===== src/rtl/dc_tagbank_ways.sv =====
// -----------------------------------------------------------------------------
// dc_tagbank_ways
//
// Set-associative L1 data-cache tag bank. Each entry holds a tag, a 3-bit
// coherence state and an LRU age. A core request looks up every way of one set
// in a single cycle. It reports hit, hit way, the next state and a replacement
// victim one cycle later. In the same edge it commits any state change and LRU
// update. The fill port installs lines from the L2 miss handler. A fill always
// wins the port, and a request is retried in that cycle.
//
// Optional feature: define DC_TAGBANK_PARITY_EN to keep an even-parity bit per
// entry over {tag, state}. A corrupted way never hits and is the preferred
// victim. Without the macro, ack_perr is tied low.
//
// Ports
//   clk, reset           clock, asynchronous active-low reset
//   req_valid/req_retry  core request handshake (accept = valid & !retry)
//   req_type/set/tag     operation code, set index, compare tag
//   fill_*               line install (set, way, tag, state), never stalls
//   ack_valid/ack_retry  lookup result handshake; the result holds while stalled
//   ack_hit/way/state    hit flag, hit way and the state written for that line
//   ack_victim           replacement way for the looked-up set
//   ack_perr             parity mismatch seen during the lookup
// -----------------------------------------------------------------------------
package dc_tagbank_pkg;
    localparam int REQ_BITS = 5;

    // Coherence state codes
    localparam logic [2:0] DC_I  = 3'd0;
    localparam logic [2:0] DC_S  = 3'd1;
    localparam logic [2:0] DC_E  = 3'd2;
    localparam logic [2:0] DC_M  = 3'd3;
    localparam logic [2:0] DC_US = 3'd4;
    localparam logic [2:0] DC_UM = 3'd5;

    // Core operation codes
    localparam logic [REQ_BITS-1:0] CORE_LOP_L8U     = 5'h00;
    localparam logic [REQ_BITS-1:0] CORE_LOP_L8S     = 5'h01;
    localparam logic [REQ_BITS-1:0] CORE_LOP_L16U    = 5'h02;
    localparam logic [REQ_BITS-1:0] CORE_LOP_L16S    = 5'h03;
    localparam logic [REQ_BITS-1:0] CORE_LOP_L32U    = 5'h04;
    localparam logic [REQ_BITS-1:0] CORE_LOP_L32S    = 5'h05;
    localparam logic [REQ_BITS-1:0] CORE_LOP_L64U    = 5'h06;
    localparam logic [REQ_BITS-1:0] CORE_LOP_L128U   = 5'h07;
    localparam logic [REQ_BITS-1:0] CORE_SOP_S64     = 5'h0B;
    localparam logic [REQ_BITS-1:0] CORE_MOP_BEGIN   = 5'h10;
    localparam logic [REQ_BITS-1:0] CORE_MOP_COMMIT  = 5'h11;
    localparam logic [REQ_BITS-1:0] CORE_MOP_CSYNC   = 5'h12;
    localparam logic [REQ_BITS-1:0] CORE_MOP_KILL    = 5'h13;
    localparam logic [REQ_BITS-1:0] CORE_MOP_RESTART = 5'h14;
endpackage

module dc_tagbank_ways
    import dc_tagbank_pkg::*;
#(
    parameter  int Ways    = 4,
    parameter  int Sets    = 32,
    parameter  int TagBits = 18,
    localparam int WAY_W   = $clog2(Ways),
    localparam int SET_W   = $clog2(Sets)
) (
    input  logic                clk,
    input  logic                reset,
    input  logic                req_valid,
    output logic                req_retry,
    input  logic [REQ_BITS-1:0] req_type,
    input  logic [SET_W-1:0]    req_set,
    input  logic [TagBits-1:0]  req_tag,
    input  logic                fill_valid,
    input  logic [SET_W-1:0]    fill_set,
    input  logic [WAY_W-1:0]    fill_way,
    input  logic [TagBits-1:0]  fill_tag,
    input  logic [2:0]          fill_state,
    output logic                ack_valid,
    input  logic                ack_retry,
    output logic                ack_hit,
    output logic [WAY_W-1:0]    ack_way,
    output logic [2:0]          ack_state,
    output logic [WAY_W-1:0]    ack_victim,
    output logic                ack_perr
);

    // -------------------------------------------------------------------------
    // Storage
    // -------------------------------------------------------------------------
    logic [TagBits-1:0] tag_q   [Sets][Ways];
    logic [2:0]         state_q [Sets][Ways];
    logic [WAY_W-1:0]   age_q   [Sets][Ways];
`ifdef DC_TAGBANK_PARITY_EN
    logic               par_q   [Sets][Ways];
`endif

    // Next state of a hit line for a given operation.
    function automatic logic [2:0] op_next_state(input logic [REQ_BITS-1:0] op,
                                                 input logic [2:0]          cur);
        logic [2:0] nxt;
        nxt = cur;
        case (op)
            CORE_MOP_BEGIN:                  if (cur == DC_UM) nxt = DC_US;
            CORE_MOP_COMMIT, CORE_MOP_CSYNC: if (cur == DC_US) nxt = DC_S;
            CORE_MOP_KILL, CORE_MOP_RESTART: nxt = DC_I;
            default:                         nxt = cur;
        endcase
        return nxt;
    endfunction

    // -------------------------------------------------------------------------
    // Handshake
    // -------------------------------------------------------------------------
    logic accept;

    assign req_retry = fill_valid | (ack_valid & ack_retry);
    assign accept    = req_valid & ~req_retry;

    // -------------------------------------------------------------------------
    // Lookup of all ways in req_set
    // -------------------------------------------------------------------------
    logic [Ways-1:0]  way_match, way_inv, way_bad;
    logic             lk_hit, lk_perr;
    logic [WAY_W-1:0] lk_way, lk_victim;
    logic [WAY_W-1:0] first_inv, first_bad, oldest;
    logic [2:0]       lk_next;

    always_comb begin
        // NOTE: every always_comb output gets a default first, so no path leaves
        // it unassigned and no latch is inferred.
        way_match = '0;
        way_inv   = '0;
        way_bad   = '0;
        for (int w = 0; w < Ways; w++) begin
            way_inv[w] = (state_q[req_set][w] == DC_I);
`ifdef DC_TAGBANK_PARITY_EN
            // Tags are not reset, so parity is only meaningful on valid lines.
            way_bad[w] = ~way_inv[w] &&
                         (par_q[req_set][w] != ^{tag_q[req_set][w], state_q[req_set][w]});
`endif
            way_match[w] = (tag_q[req_set][w] == req_tag) && ~way_inv[w] && ~way_bad[w];
        end
    end

    // Descending scans leave the lowest-numbered candidate in each selector.
    always_comb begin
        lk_way    = '0;
        first_inv = '0;
        first_bad = '0;
        oldest    = '0;
        for (int w = Ways - 1; w >= 0; w--) begin
            if (way_match[w]) lk_way = WAY_W'(w);
            if (way_inv[w])   first_inv = WAY_W'(w);
            if (way_bad[w])   first_bad = WAY_W'(w);
            if (age_q[req_set][w] == WAY_W'(Ways - 1)) oldest = WAY_W'(w);
        end
        lk_hit  = |way_match;
        lk_perr = |way_bad;
        if (|way_bad)      lk_victim = first_bad;
        else if (|way_inv) lk_victim = first_inv;
        else               lk_victim = oldest;
        lk_next = op_next_state(req_type, state_q[req_set][lk_way]);
    end

    // -------------------------------------------------------------------------
    // Array update: a fill or a hitting request touches exactly one way.
    // Both cannot happen together because a fill retries the request.
    // -------------------------------------------------------------------------
    logic             upd_en;
    logic [SET_W-1:0] upd_set;
    logic [WAY_W-1:0] upd_way;
    logic [2:0]       upd_state;
    logic [WAY_W-1:0] used_age;

    always_comb begin
        upd_en    = fill_valid | (accept & lk_hit);
        upd_set   = fill_valid ? fill_set   : req_set;
        upd_way   = fill_valid ? fill_way   : lk_way;
        upd_state = fill_valid ? fill_state : lk_next;
        used_age  = age_q[upd_set][upd_way];
    end

    // State and LRU ages reset to an empty set with ages 0..Ways-1 in way order.
    always_ff @(posedge clk or negedge reset) begin
        if (!reset) begin
            for (int s = 0; s < Sets; s++) begin
                for (int w = 0; w < Ways; w++) begin
                    state_q[s][w] <= DC_I;
                    age_q[s][w]   <= WAY_W'(w);
                end
            end
        end else if (upd_en) begin
            state_q[upd_set][upd_way] <= upd_state;
            // The used way becomes youngest. Ways younger than it age by one,
            // which keeps the ages of a set a permutation of 0..Ways-1.
            for (int w = 0; w < Ways; w++) begin
                if (WAY_W'(w) == upd_way)
                    age_q[upd_set][w] <= '0;
                else if (age_q[upd_set][w] < used_age)
                    age_q[upd_set][w] <= age_q[upd_set][w] + WAY_W'(1);
            end
        end
    end

    // NOTE: the tag array has no reset. Every line starts in I, so its tag is
    // never compared before a fill writes it.
    always_ff @(posedge clk) begin
        if (fill_valid)
            tag_q[fill_set][fill_way] <= fill_tag;
`ifdef DC_TAGBANK_PARITY_EN
        if (upd_en)
            par_q[upd_set][upd_way] <= ^{(fill_valid ? fill_tag : tag_q[req_set][lk_way]), upd_state};
`endif
    end

    // -------------------------------------------------------------------------
    // Ack register: loads on accept, drops once consumed, otherwise holds.
    // -------------------------------------------------------------------------
`ifdef DC_TAGBANK_PARITY_EN
    logic ack_perr_q;
    assign ack_perr = ack_perr_q;
`else
    assign ack_perr = 1'b0;
`endif

    always_ff @(posedge clk or negedge reset) begin
        if (!reset) begin
            ack_valid  <= 1'b0;
            ack_hit    <= 1'b0;
            ack_way    <= '0;
            ack_state  <= DC_I;
            ack_victim <= '0;
`ifdef DC_TAGBANK_PARITY_EN
            ack_perr_q <= 1'b0;
`endif
        end else if (accept) begin
            ack_valid  <= 1'b1;
            ack_hit    <= lk_hit;
            ack_way    <= lk_hit ? lk_way  : '0;
            ack_state  <= lk_hit ? lk_next : DC_I;
            ack_victim <= lk_victim;
`ifdef DC_TAGBANK_PARITY_EN
            ack_perr_q <= lk_perr;
`endif
        end else if (ack_valid && !ack_retry) begin
            ack_valid <= 1'b0;
        end
    end

endmodule


===== config.mk =====
export PLATFORM = sky130hd
export DESIGN_NAME = dc_tagbank_ways
export DESIGN_NICKNAME = d
export VERILOG_FILES = /design/src/rtl/dc_tagbank_ways.sv
export SDC_FILE = /design/constraint.sdc
export NUM_CORES = 2
export LEC_CHECK = 0
export ABC_AREA = 1
export BUFFER_PORTS_ARGS = -buffer_cell sky130_fd_sc_hd__buf_2
export CORE_MARGIN = 5
export CORE_UTILIZATION = 50
export CTS_BUF_LIST = sky130_fd_sc_hd__clkbuf_8
export DETAILED_ROUTE_END_ITERATION = 6
export GPL_TIMING_DRIVEN = 1
export PLACE_DENSITY = 0.68
export SYNTH_ARGS = -nofsm -noshare
export SYNTH_HDL_FRONTEND = slang
export SYNTH_SLANG_ARGS = --single-unit

===== constraint.sdc =====
create_clock -name clk -period 2.9 [get_ports clk]
set_input_delay 0.58 -clock clk [delete_from_list [all_inputs] [get_ports clk]]
set_output_delay 0.58 -clock clk [all_outputs]
set_load 0.05 [all_outputs]

# Word level (Yosys, flattened, before mapping)
# Memories as Yosys holds them, arrays and structs flattened.
# Cells that the tools add are included.
# totals
register_bits	649
ramBits	2304
in_bits	61
word_cells	408
mem_count	1
# memory_table
name	words	width	rd	rd_clocked_by_memory_dff	wr	line	rtl
tag_q	32	72	1	0	1	86	logic [TagBits-1:0] tag_q [Sets][Ways];
# classes
n_addsub	4
magnitude_cmp	12
n_eq_ne	18
muxes	70
bitwise	23
reduce_logical	19
# op_table
cell	count
256-bit 2-to-1 mux	11
256-bit bitwise AND	4
256-bit bitwise mux	4
256-bit NOT	4
384-bit bitwise mux	1
8-bit demux with 5-bit select	4
8-bit binary-select mux with 5-bit select	2
18-bit == test	4
72-bit 2-to-1 mux	1
12-bit binary-select mux with 5-bit select	1
12-bit demux with 5-bit select	1
8-bit 2-to-1 mux	5
18-bit demux with 2-bit select	1
12-bit 2-to-1 mux	3
2-bit 2-to-1 mux	18
5-bit == test (second input constant)	5
3-bit 2-to-1 mux	7
18-bit 2-to-1 mux	1
6-bit greater-or-equal comparator (second input constant)	2
3-bit logical NOT	4
5-bit NOT with 6-bit output	2
3-bit greater-or-equal comparator (second input constant)	3
2-bit NOT with 3-bit output	3
3-bit case mux with 3 select lines	1
other kinds (24)	54

# Logic depth before layout (Yosys ltp)
# logic_depth
depth_word	31
mapped_depth	35

# Worst setup path before layout
# Ideal clock, no wire load.
# synth_path
path_type	input -> register
start	in req_set[1]
end	reg age_q[117] in the netlist's numbering
setup_time_ns	0.117
arrival_time_ns	3.450
required_ns	2.783
path_slack_ns	-0.667
cell_stages	22
n_path_buf	7
path_cell_list	buf_4 buf_4 buf_2 o21ai_2 nor2_1 buf_2 buf_1 a22oi_1 a21oi_1 or2_2 nor4_2 nand2_1 nand3_1 nand3b_1 nand2_1 nand2_2 buf_4 buf_6 nand2_1 nand2_1 nand2_1 nand2_1
# synth_via
elab_chain_len	31
elab_cells_between_ends	81
cone_classes	4 x add/sub; 6 x order compare; 7 x eq/ne; 35 x mux; 17 x bitwise; 11 x reduce/logical; 1 x memory
# synth_lines
item	line	rtl
from (decl)	67	input logic [SET_W-1:0] req_set,
5-bit NOT with 6-bit output (implied by the code)	131	way_inv[w] = (state_q[req_set][w] == DC_I);
12-bit binary-select mux with 5-bit select	131	
12-bit 2-to-1 mux (implied by the code) (2 in series)	131	
3-bit logical NOT	131	
1-bit NOT	137	way_match[w] = (tag_q[req_set][w] == req_tag) && ~way_inv[w] && ~way_bad[w];
1-bit logical AND	137	
2-bit 2-to-1 mux (4 in series)	148	if (way_match[w]) lk_way = WAY_W'(w);
2-bit 2-to-1 mux	174	upd_way = fill_valid ? fill_way : lk_way;
(+11 left out)	-	
256-bit 2-to-1 mux	188	end else if (upd_en) begin
256-bit bitwise mux	196	age_q[upd_set][w] <= age_q[upd_set][w] + WAY_W'(1);
256-bit 2-to-1 mux	195	else if (age_q[upd_set][w] < used_age)
256-bit 2-to-1 mux	193	if (WAY_W'(w) == upd_way)
256-bit 2-to-1 mux	188	
256-bit bitwise mux	196	
256-bit 2-to-1 mux	195	
256-bit 2-to-1 mux	193	
to (signal, indexed assignment)	185	age_q[s][w] <= WAY_W'(w);
to (signal, indexed assignment)	196	
to (decl)	88	logic [WAY_W-1:0] age_q [Sets][Ways];
# Several ways; a longest one is shown, not always the timed one. The select of a mux whose other input is x is not followed.
# A chain may end at the register's enable or synchronous reset.

# Worst setup path in the final report
# layout_path
start	reg state_q[270] in the netlist's numbering
end	reg state_q[291] in the netlist's numbering
# layout_via
elab_chain_len	17
elab_cells_between_ends	31
cone_classes	2 x order compare; 2 x eq/ne; 18 x mux; 5 x bitwise; 4 x reduce/logical
# layout_lines
item	line	rtl
from (decl)	87	logic [2:0] state_q [Sets][Ways];
from (signal, indexed assignment)	189	state_q[upd_set][upd_way] <= upd_state;
12-bit binary-select mux with 5-bit select (*)	131, 158	
12-bit 2-to-1 mux (implied by the code) (*) (2 in series)	158	lk_next = op_next_state(req_type, state_q[req_set][lk_way]);
3-bit logical NOT	131	
1-bit NOT	137	
1-bit logical AND	137	
2-bit 2-to-1 mux (2 in series)	148	
2-bit 2-to-1 mux or 2-bit NOT with 3-bit output (tied branches)	174, 158	
2-bit NOT with 3-bit output (implied by the code) or 3-bit binary-select mux with 2-bit select (tied branches)	189, 158	
3-bit greater-or-equal comparator (implied by the code), or another cell as far along	189	
1-bit logical AND (implied by the code) or 3-bit 2-to-1 mux (tied branches)	189, 158	
3-bit 2-to-1 mux (implied by the code), or another cell as far along	189	
3-bit demux with 2-bit select, or another cell as far along	189	
12-bit 2-to-1 mux (implied by the code) or 3-bit case mux with 3 select lines (tied branches)	189, 98	
12-bit demux with 5-bit select or 3-bit 2-to-1 mux (tied branches)	189, 175	
384-bit bitwise mux	189	
# Mark *: on every way between the ends. The rest lies on a longest branch, timed or not. The select of a mux whose other input is x is not followed.

==> impl_metrics.tcl <==
set metrics [dict create \
    gp_congestion 0.9775 \
    layout.nets 15190 \
    slowest_delay_ns 0.35 \
    hpwl_mm 276.7 \
    met1Wirelength_mm 167.4 \
    ys.flop_type "edfxtp_1" \
    grt_pass1_vias 103200 \
    slew_headroom 0.2093 \
    violations "design-rule violations, negative setup slack" \
    skew_ns 0.1742 \
    drv_cap 0 \
    holdPathStages 5 \
    pre_cts_ws_ns -2.331 \
    core_area_um2 265300 \
    crit_arrival_ns 4.76 \
    io_buffers 70 \
    syn_area_per_cell_um2 9.556 \
    hold_viol_final 0 \
    synth.distinct_cells 46 \
    antenna_found_initial 20 \
    rsz0062_at_grt "yes" \
    synth_area_leader_cell "edfxtp_1" \
    cts_buffer_depth 4 \
    setup_slack_ns -0.9320 \
    grt_pass1_wl_mm 639.2 \
    required_ns 3.83 \
    synth_area_um2 133400 \
    firstDrtPassIters 7 \
    wl_met3_mm 45.59 \
    drc 6 \
    synth_compound_area_frac 0.04342 \
    yosysMostFrequentCell "nand2_1" \
    ys_async_sr_fraction 0.2198 \
    synthSimpleGateAreaFrac 0.2722 \
    root_buffer "clkbuf_8" \
    ys_seq_elements 2953 \
    power.leakage_nw 66.66 \
    fmax_mhz 261.0 \
    num_rows 189 \
    cp_slowest_cell "dfrtp_1" \
    grt_max_degree 129 \
    drtIter0Drc 13980 \
    power_density_nw_per_um2 565.2 \
    syn_inst 13960 \
    htreeDepth 5 \
    syn-num-nets 14020 \
    dieArea_um2 277100 \
    cts_tree "yes" \
    ys_warn_count 0 \
    numCtsBuffers 470 \
    worstMarginPinSlew_ns 1.185 \
    final_layout_size_suffix_gt1_frac 0.1890 \
    finalCritPeriodShare 1.321 \
    critical_path_class "register to register" \
    die_h_um 526.4 \
    vias 109900 \
    viasPerCell 5.767 \
    routed.top_layer "met5" \
    fin_hold_ws_ns 0.09902 \
    start_util 0.5026 \
    status "finished with violations" \
    die-width_um 526.4 \
    synth-xor-area-share 0.0007224 \
    clkSinkCount 2953 \
    n_fill_cell 21260 \
    drtAntennaViolNets 0 \
    startpoint_type "register" \
    end_kind "register" \
    area_growth_pct 21.77 \
    muxShareOfSynthArea 0 \
    synth.yosys.seq_area_share 0.6418 \
    io_pins 72 \
    setup_viol 643 \
    wl_met2_mm 197.7 \
    post-route-util 0.6120 \
    synth_area_leaders "edfxtp_1 52%, nand2_1 14%, dfrtp_1 9.8%, nand3_1 9.6%, nor2_1 3.5%" \
    min_period_ns 3.832 \
    synthAdderAreaFrac 0 \
    hold_class "input pin to register" \
    grt_usage 0.3006 \
    clk_pin_slew_ns 0.06 \
    overflow 0 \
    reg2reg_depth 30 \
    finalPower_w 0.09177 \
    drt-total-wl_mm 436.5 \
    crit_top_cell "nand2_1" \
    synth_edf_count 2304 \
    vdd_drop_max_uv 465.5 \
    synth.top_cell.area_share 0.5188 \
    synth_top_family_by_area "simple AND/OR/NAND/NOR gates" \
    netlist_top_cells_count "4822 x nand2_1, 2568 x nand3_1, 2304 x edfxtp_1" \
    wire_per_inst_um 22.90 \
    cp_max_fo 7 \
    maxSlewViolCount 0 \
    clkLatencyLatePin_ns 1.21 \
]
kinds of logic after synthesis:
kind of cell / count (synthesis)
AOI/OAI and AO/OA: 1013
xor gates and xnor gates: 11
buffers and inverters: 1254
DFF: 2953
other: 1
and+or+nand+nor: 8724
area by class of cell:
type | count | area, um2 | area share
Antenna cell | 18 | 45.04 | 0.0002774
Tap cell | 3533 | 4420 | 0.02722
Clock buffer | 501 | 6895 | 0.04246
Timing Repair Buffer | 1604 | 17450 | 0.1075
Clock inverter | 348 | 1913 | 0.01178
Multi-Input combinational cell | 9751 | 44660 | 0.2750
Inverter | 353 | 1414 | 0.008707
Sequential cell | 2953 | 85590 | 0.5271
path summary, 6_finish.rpt:
kind,slack (ns),startpoint,end
setup / recovery,-0.93,state_q[270]$_DFFE_PN0P_,state_q[291]$_DFFE_PN0P_
min in group asynchronous,0.18,reset,age_q[44]$_DFFE_PN1P_
hold reg to reg,0.48,state_q[179]$_DFFE_PN0P_,state_q[179]$_DFFE_PN0P_
hold / removal,0.1,req_valid,ack_valid$_DFFE_PN0P_
max in group asynchronous,2.06,reset,age_q[196]$_DFFE_PN1P_
setup reg to reg,-0.93,state_q[270]$_DFFE_PN0P_,state_q[291]$_DFFE_PN0P_
placed cells by master, fill, tap and decap left out, types with 21 or more instances in the layout:
cell / Yosys / routed
nand2_1: 4822 / 4581
nor2_4: 0 / 32
o211ai_1: 72 / 72
dfstp_2: 128 / 128
o22ai_1: 121 / 121
clkinv_2: 1 / 30
buf_4: 40 / 1095
buf_12: 0 / 351
dlygate4sd3_1: 0 / 23
dfrtp_1: 521 / 521
nand3_2: 1 / 73
a22oi_1: 124 / 123
nand2_2: 10 / 193
o21ai_1: 172 / 168
clkbuf_16: 0 / 26
inv_1: 327 / 492
clkbuf_8: 0 / 502
nand3_1: 2568 / 2476
nor2_1: 1242 / 1033
a21oi_1: 78 / 76
clkinv_1: 10 / 109
buf_2: 494 / 46
nand3_4: 1 / 21
nand2_4: 4 / 53
nor2_2: 8 / 185
buf_6: 14 / 27
edfxtp_1: 2304 / 2304
inv_2: 15 / 22
o21ai_0: 422 / 411
critical path: cells and delay by family (launching register included):
kind | cells | cell delay, ns
buffers and inverters | 9 | 1.25
AOI/OAI and AO/OA | 2 | 0.31
DFF | 1 | 0.35
and+or+nand+nor | 19 | 1.71
layer usage:
layer	track usage	vias to the layer above
met5	0	-
met4	0.1541	4
met3	0.05417	1174
met2	0.4693	6264
met1	0.4061	52520
li1	-	49960
per-stage QoR:
stage / cells / cell area, um2 / TNS (ns)
after CTS: 18990 / 159900 / -456.24
final: 19060 / 162400 / -494.96
after detailed placement: 18080 / 149500 / -1249.10
after global routing: 19050 / 162400 / -608.61
after global placement: 18080 / 149500 / -1211.24
after floorplan: 13960 / 134100 / -293.08
report_power, final:
| part | switching [W] | leakage [nW] | internal (W) |
|---|---|---|---|
| Clock | 0.0169 | 5.17 | 0.0170 |
| Combinational | 0.00701 | 32.3 | 0.00394 |
| Sequential | 0.000434 | 29.2 | 0.0465 |
| Total | 0.0244 | 66.7 | 0.0674 |
sequential cells by signal (all words and copies together), names as in the netlist:
register / count
ack_way: 2
age_q: 256
ack_hit: 1
ack_valid: 1
ack_state: 3
tag_q: 2304
ack_victim: 2
state_q: 384
what timing repair did:
item,CTS,global route
pin swaps,33,121
gates resized for setup,170,447
setup buffers,18,25
cloned,17,37
endpoints found under the hold margin,1019,0
endpoints found under the setup margin,644,645
hold buffers,24,0
(Power assumes the default switching activity.)
